[src/rtl/cu_pkg.sv]
// Shared control-unit constants: state codes, instruction field positions and type codes.
// Imported by the sequencer and the output encoder so both agree on the state encoding.
package cu_pkg;

  localparam int STATE_W = 7;

  localparam logic [STATE_W-1:0] ST_RESET    = 7'd0;
  localparam logic [STATE_W-1:0] ST_FETCH    = 7'd1;
  localparam logic [STATE_W-1:0] ST_IR_LOAD  = 7'd2;
  localparam logic [STATE_W-1:0] ST_IR_WAIT  = 7'd3;
  localparam logic [STATE_W-1:0] ST_DECODE   = 7'd4;
  localparam logic [STATE_W-1:0] ST_EXEC5    = 7'd5;
  localparam logic [STATE_W-1:0] ST_DP_IMM   = 7'd6;
  localparam logic [STATE_W-1:0] ST_DP_REG   = 7'd7;
  localparam logic [STATE_W-1:0] ST_EXEC8    = 7'd8;
  localparam logic [STATE_W-1:0] ST_BL       = 7'd9;
  localparam logic [STATE_W-1:0] ST_B        = 7'd10;
  localparam logic [STATE_W-1:0] ST_LDST_IMM = 7'd33;
  localparam logic [STATE_W-1:0] ST_LD_WAIT  = 7'd34;
  localparam logic [STATE_W-1:0] ST_LD_DONE  = 7'd35;
  localparam logic [STATE_W-1:0] ST_LD_END   = 7'd36;
  localparam logic [STATE_W-1:0] ST_WB       = 7'd38;
  localparam logic [STATE_W-1:0] ST_ST_ADDR  = 7'd40;
  localparam logic [STATE_W-1:0] ST_ST_DATA  = 7'd41;
  localparam logic [STATE_W-1:0] ST_ST_WAIT  = 7'd42;
  localparam logic [STATE_W-1:0] ST_ST_DONE  = 7'd43;
  localparam logic [STATE_W-1:0] ST_LDST_REG = 7'd46;

  localparam int COND_HI  = 31;
  localparam int TYPE_HI  = 27;
  localparam int LINK_BIT = 24;
  localparam int W_BIT    = 21;
  localparam int L_BIT    = 20;

  localparam logic [2:0] TY_DP_REG   = 3'b000;
  localparam logic [2:0] TY_DP_IMM   = 3'b001;
  localparam logic [2:0] TY_LDST_IMM = 3'b010;
  localparam logic [2:0] TY_LDST_REG = 3'b011;
  localparam logic [2:0] TY_BRANCH   = 3'b101;

  function automatic logic is_wait(input logic [STATE_W-1:0] s);
    return (s == ST_IR_WAIT) || (s == ST_LD_WAIT) || (s == ST_ST_WAIT);
  endfunction

endpackage

[src/rtl/moc_watchdog.sv]
// Memory-wait watchdog: counts cycles held in a wait state and raises a sticky error on timeout.
// Instantiated by control_sequencer only when SEQ_MOC_TIMEOUT_EN is defined.
module moc_watchdog #(
  parameter int MOC_TIMEOUT = 16
) (
  input  logic clk,
  input  logic clr,
  input  logic in_wait,
  input  logic moc,
  output logic timeout,
  output logic err
);

  logic [7:0] cnt;

  // cnt is the number of cycles already spent in the current wait state
  assign timeout = in_wait && !moc && (cnt == 8'(MOC_TIMEOUT - 1));

  always_ff @(posedge clk) begin
    if (clr) begin
      cnt <= '0;
      err <= 1'b0;
    end else begin
      if (!in_wait || moc || timeout) cnt <= '0;
      else                            cnt <= cnt + 8'd1;
      if (timeout) err <= 1'b1;
    end
  end

endmodule

[src/rtl/control_sequencer.sv]
// Next-state engine of the microprogrammed control unit, with a one-cycle state-change strobe.
// Define SEQ_MOC_TIMEOUT_EN to add the memory-wait watchdog and trap undefined instruction types.
module control_sequencer
  import cu_pkg::*;
#(
  parameter int STATE_W     = 7,
  parameter int MOC_TIMEOUT = 16
) (
  input  logic               CLK,
  input  logic               CLR,
  input  logic [31:0]        ir,
  input  logic               cond,
  input  logic               moc,
  output logic [STATE_W-1:0] state,
  output logic               state_chg,
  output logic               moc_err
);

  logic [STATE_W-1:0] nxt;
  logic               timeout;

`ifdef SEQ_MOC_TIMEOUT_EN
  localparam logic [STATE_W-1:0] UNDEF_NXT = ST_RESET;

  moc_watchdog #(.MOC_TIMEOUT(MOC_TIMEOUT)) u_wdog (
    .clk     (CLK),
    .clr     (CLR),
    .in_wait (is_wait(state)),
    .moc     (moc),
    .timeout (timeout),
    .err     (moc_err)
  );

  logic unused_ir;
  assign unused_ir = ^{ir[COND_HI -: 4], ir[23:22], ir[19:0]};
`else
  localparam logic [STATE_W-1:0] UNDEF_NXT = ST_FETCH;

  assign timeout = 1'b0;
  assign moc_err = 1'b0;

  logic unused_ir;
  assign unused_ir = ^{ir[COND_HI -: 4], ir[23:22], ir[19:0], 32'(MOC_TIMEOUT)};
`endif

  always_comb begin
    nxt = ST_RESET;
    case (state)
      ST_RESET:   nxt = ST_FETCH;
      ST_FETCH:   nxt = ST_IR_LOAD;
      ST_IR_LOAD: nxt = ST_IR_WAIT;
      ST_IR_WAIT: nxt = moc ? ST_DECODE : ST_IR_WAIT;
      ST_DECODE: begin
        if (!cond) nxt = ST_FETCH;
        else begin
          case (ir[TYPE_HI -: 3])
            TY_DP_REG:   nxt = ST_DP_REG;
            TY_DP_IMM:   nxt = ST_DP_IMM;
            TY_LDST_IMM: nxt = ST_LDST_IMM;
            TY_LDST_REG: nxt = ST_LDST_REG;
            TY_BRANCH:   nxt = ir[LINK_BIT] ? ST_BL : ST_B;
            default:     nxt = UNDEF_NXT;
          endcase
        end
      end
      ST_EXEC5, ST_DP_IMM, ST_DP_REG, ST_EXEC8, ST_BL, ST_B: nxt = ST_FETCH;
      ST_LDST_IMM, ST_LDST_REG: nxt = ir[L_BIT] ? ST_LD_WAIT : ST_ST_ADDR;
      ST_LD_WAIT: nxt = moc ? ST_LD_DONE : ST_LD_WAIT;
      ST_LD_DONE: nxt = ST_LD_END;
      ST_LD_END:  nxt = ir[W_BIT] ? ST_WB : ST_FETCH;
      ST_ST_ADDR: nxt = ST_ST_DATA;
      ST_ST_DATA: nxt = ST_ST_WAIT;
      ST_ST_WAIT: nxt = moc ? ST_ST_DONE : ST_ST_WAIT;
      ST_ST_DONE: nxt = ir[W_BIT] ? ST_WB : ST_FETCH;
      ST_WB:      nxt = ST_FETCH;
      default:    nxt = ST_RESET;
    endcase
    // watchdog expiry overrides the hold in a wait state
    if (timeout) nxt = ST_RESET;
  end

  always_ff @(posedge CLK) begin
    if (CLR) begin
      state     <= '0;
      state_chg <= 1'b0;
    end else begin
      state     <= nxt;
      state_chg <= (nxt != state);
    end
  end

endmodule

[config.mk]
export PLATFORM = sky130hd
export DESIGN_NAME = control_sequencer
export DESIGN_NICKNAME = d
export VERILOG_FILES = /design/src/rtl/cu_pkg.sv /design/src/rtl/moc_watchdog.sv /design/src/rtl/control_sequencer.sv
export SDC_FILE = /design/constraint.sdc
export NUM_CORES = 1
export LEC_CHECK = 0
export BUFFER_PORTS_ARGS = -buffer_cell sky130_fd_sc_hd__buf_2
export CAP_MARGIN = 10
export CORE_MARGIN = 4
export CORE_UTILIZATION = 38
export CTS_CLUSTER_SIZE = 20
export DETAILED_ROUTE_END_ITERATION = 8
export HOLD_SLACK_MARGIN = 0.02
export PLACE_DENSITY_LB_ADDON = 0.15
export SYNTH_ARGS = -nofsm -noshare
export SYNTH_HDL_FRONTEND = slang
export SYNTH_HIERARCHICAL = 1
export SYNTH_SLANG_ARGS = --single-unit
[constraint.sdc]
create_clock -name CLK -period 1.6 [get_ports CLK]
set_input_delay 0.4 -clock CLK [delete_from_list [all_inputs] [get_ports CLK]]
set_output_delay 0.4 -clock CLK [all_outputs]
set_load 0.02 [all_outputs]
==> results.rst <==
.. list-table::
   :header-rows: 1

   * - Metric
     - Value
   * - DRT Wirelength
     - 2270 um
   * - Clk pwr share
     - approximately a quarter
   * - TritonRoute pass-1 iters
     - 4
   * - Post-CTS clock slew at the launch and capture registers of the worst setup and hold paths
     - 40 ps
   * - Number of maximum-capacitance violations
     - 0
   * - Combinational Power Share
     - 46.3%
   * - Die area
     - approximately 0.0027 mm2
   * - P_int
     - between 0.3 and 0.4 mW
   * - Leading cell type in the layout, fill and taps excluded
     - buf_4
   * - Number of distinct library cells after synthesis
     - 44
   * - First-pass GRT wire length
     - approximately 3800 um
   * - Number of warnings reported in the yosys synthesis log
     - 6
   * - Setup crit end
     - state_chg
   * - Worst min-delay path category
     - input port to flop
   * - P per Cell Area
     - 534 mW/mm2
   * - H-tree Lvls
     - 1
   * - Slack of the worst reg-to-reg path
     - -70 ps
   * - Netlist area before placement
     - 724 um2
   * - Die Height
     - 51.7 um
   * - Total negative slack for setup checks
     - -74.8 ps
   * - Drt wl/cell
     - ~14 um
   * - Sequential-to-total area share from yosys stat
     - between 10% and 20%
   * - Post-Route Skew
     - around 1.4 ps
   * - Share of cells above drive strength 1
     - between 40% and 50%
   * - Hold path cells
     - 2
   * - Reg power frac
     - a little under a third
   * - Total vias in the final route
     - 949
   * - Worst vdd rail ir drop
     - 0.528 mV
   * - Violated checks
     - setup timing
   * - Number of nets in the finished design
     - 181
   * - Clock tree from TritonCTS
     - built
   * - Unrepaired setup endpoints after global routing
     - yes
   * - Number of buffers on the longest clock path
     - 2
   * - Num Clock Sinks
     - 6
   * - Post-Layout Cell Count
     - 168
   * - Kind of critical path
     - flop to flop
   * - Number of I/O pins
     - 45
   * - Worst Setup SP
     - state[3]
   * - Worst EP arrival
     - ~1800 ps
   * - Yosys reg bits
     - 6
   * - Peak Freq
     - around 600 MHz
   * - Number of input and output port buffers inserted
     - 15
   * - Required time worst endpoint
     - 1710 ps
   * - Average cell area after synthesis
     - 7.17 um2
   * - Worst Reg2Reg Path Length in Cells
     - 6
   * - Clock latency on the worst-skew pair
     - between 200 and 250 ps
   * - Final period util
     - 105%
   * - Final number of max-transition violations
     - 0
   * - Starting DRT DRC Count
     - 24
   * - Horiz. Die Dim
     - approximately 52 um
   * - Sequential cell area
     - roughly 140 um2
   * - Number of global-route vias before repair
     - a little over 900
   * - Growth of design area from synthesis to finish
     - 48.5%
   * - Number of antenna violations at the first check in global routing
     - 0
   * - Row Count
     - 15
   * - Via/cell ratio
     - 5.65
   * - Clock tree root buffer cell
     - clkbuf_4
   * - Outcome
     - finished with violations
   * - Final setup slack of the worst path
     - -74.8 ps
   * - Layout Utilization
     - about 61%
   * - Starting Density
     - between 40 and 50%
   * - Lkg Pwr
     - between 0.4 and 0.5 nW
   * - Kind of end point of the critical path
     - flop
   * - Global Route Usage Sum
     - ~18%
   * - Pin count of the biggest net entering global routing
     - 14
   * - Number of nets with antenna violations after detailed routing
     - 0
   * - Post-synthesis cell count
     - ~100
   * - Core Area
     - roughly 0.0018 mm2
   * - Worst-case setup slack after placement
     - -224 ps
   * - Inserted Clock Buffers
     - 3
   * - Switching share of power
     - 33.6%
   * - Final number of hold-violating endpoints
     - 0
   * - Final global-route overflow total
     - 0
   * - Endpoint of the worst-slack reg-to-reg timing path
     - state_chg
   * - Launch point of the worst reg-to-reg path
     - state[3]
   * - Area of combinational cells with multiple inputs
     - 556 um2
   * - Sw power
     - roughly 0.19 mW
   * - Element type at the critical path start
     - flop
   * - Final setup vio count
     - 1
   * - Diode insertion count for antenna repair
     - 0
   * - Placed Instances
     - ~170
   * - Detail Placement HPWL
     - 1780 um
   * - Routability Congestion
     - about 0.91
   * - Drc violations
     - 0
   * - Filler Cells Inserted
     - between 150 and 200
   * - Worst-path fanout max
     - 10
   * - Most frequent cells in the layout
     - buf_4, buf_2, nor2_1, nor2b_1
   * - Final Critical Period
     - between 1500 and 2000 ps
[Yosys cell counts]
master / count / area [um2]
o31ai_1: 1 / 7.51
nor2b_1: 7 / 43.8
nand4b_1: 2 / 17.5
a31o_1: 1 / 8.76
o21bai_1: 1 / 7.51
inv_1: 2 / 7.51
or2_2: 1 / 6.26
a31oi_1: 1 / 6.26
a32o_1: 1 / 10.0
buf_6: 2 / 22.5
conb_1: 1 / 3.75
a211oi_1: 1 / 7.51
a21boi_0: 2 / 15.0
a2bb2oi_1: 1 / 8.76
nand3_1: 2 / 10.0
clkbuf_1: 1 / 3.75
nor2_1: 11 / 41.3
and4_1: 1 / 8.76
dfxtp_1: 6 / 120
buf_2: 3 / 15.0
nand2b_1: 5 / 31.3
buf_4: 5 / 37.5
xor2_1: 1 / 8.76
o22ai_1: 1 / 6.26
a21oi_1: 6 / 30.0
a21o_1: 1 / 7.51
a41oi_1: 1 / 8.76
o21ai_1: 2 / 10.0
or3_4: 1 / 11.3
nor4_1: 3 / 18.8
a22o_1: 2 / 17.5
o32ai_1: 1 / 8.76
or3b_1: 1 / 8.76
a31o_2: 1 / 8.76
a21oi_2: 1 / 8.76
a22oi_1: 2 / 15.0
mux2_2: 1 / 11.3
a32oi_1: 2 / 17.5
a221o_1: 1 / 10.0
a2111oi_0: 1 / 8.76
nor3_1: 3 / 15.0
nand2_1: 6 / 22.5
a2bb2o_1: 1 / 10.0
o21ai_0: 4 / 20.0
[sequential cells by signal, summed over array words and instances, names as in the netlist]
| signal | count |
|---|---|
| state | 5 |
| state_chg | 1 |
[through the flow]
| stage | total power [mW] | hold slack [ps] | cell area, um2 |
|---|---|---|---|
| 2_1_floorplan | 0.310 | 462 | 759 |
| 3_3_place_gp | 0.429 | 635 | 1020 |
| 3_5_place_dp | 0.432 | 633 | 1020 |
| 4_1_cts | 0.577 | 372 | 1060 |
| 5_1_grt | 0.619 | 384 | 1080 |
| 6_report | 0.575 | 378 | 1080 |
[metal layers]
metal | track usage, % | wire [um]
met3 | 4.58 | 177
met5 | 0 | 0
met4 | 5.68 | 44
met2 | 31.4 | 1120
met1 | 22.2 | 926
[power by group through the flow]
stage,registers [mW],logic [mW],clock network (mW)
global placement,0.177,0.252,0
detailed placement,0.176,0.255,0
global route,0.175,0.292,0.152
finish,0.173,0.266,0.136
floorplan,0.182,0.128,0
CTS,0.173,0.262,0.143
[critical path, cell delays in order, from the launching register on]
cell and delay [ps]:
dfxtp_4 380, buf_4 150, o31ai_2 230, a32oi_1 160
a21boi_1 180, a2111oi_2 320, a31oi_1 120
[kinds of logic after synthesis]
| logic type | after synthesis | synth area share (%) |
|---|---|---|
| xor gates and xnor gates | 1 | 1.21 |
| muxes | 1 | 1.55 |
| other | 1 | 0.518 |
| and+or+nand+nor | 43 | 32.5 |
| buffers and inverters | 13 | 11.9 |
| AOI/OAI and AO/OA | 36 | 35.8 |
| DFF | 6 | 16.6 |
[layout make-up]
cell class              count  share of cell area [%]
clock buffers               3                    2.09
well taps                  25                    2.91
repair buffers             48                    30.0
flip-flops and latches      6                    12.7
inverters                   2                   0.698
multi-input cells          84                    51.6
[how the worst min path moves through the flow]
stage | endpoint | from
3_5_place_dp | state[0] | CLR
2_1_floorplan | state[0] | CLR
4_1_cts | state[0] | CLR
5_1_grt | state[0] | CLR
3_3_place_gp | state[0] | CLR
6_report | state[0] | CLR
[timing repair]
action | in CTS | in global routing
endpoints found under the hold margin | 0 | 0
hold buffers | 0 | 0
pin swaps | 0 | 0
resized for setup | 5 | 4
setup endpoints to repair | 2 | 1
buffers inserted | 0 | 0
Power figures use the tool's default switching activity.
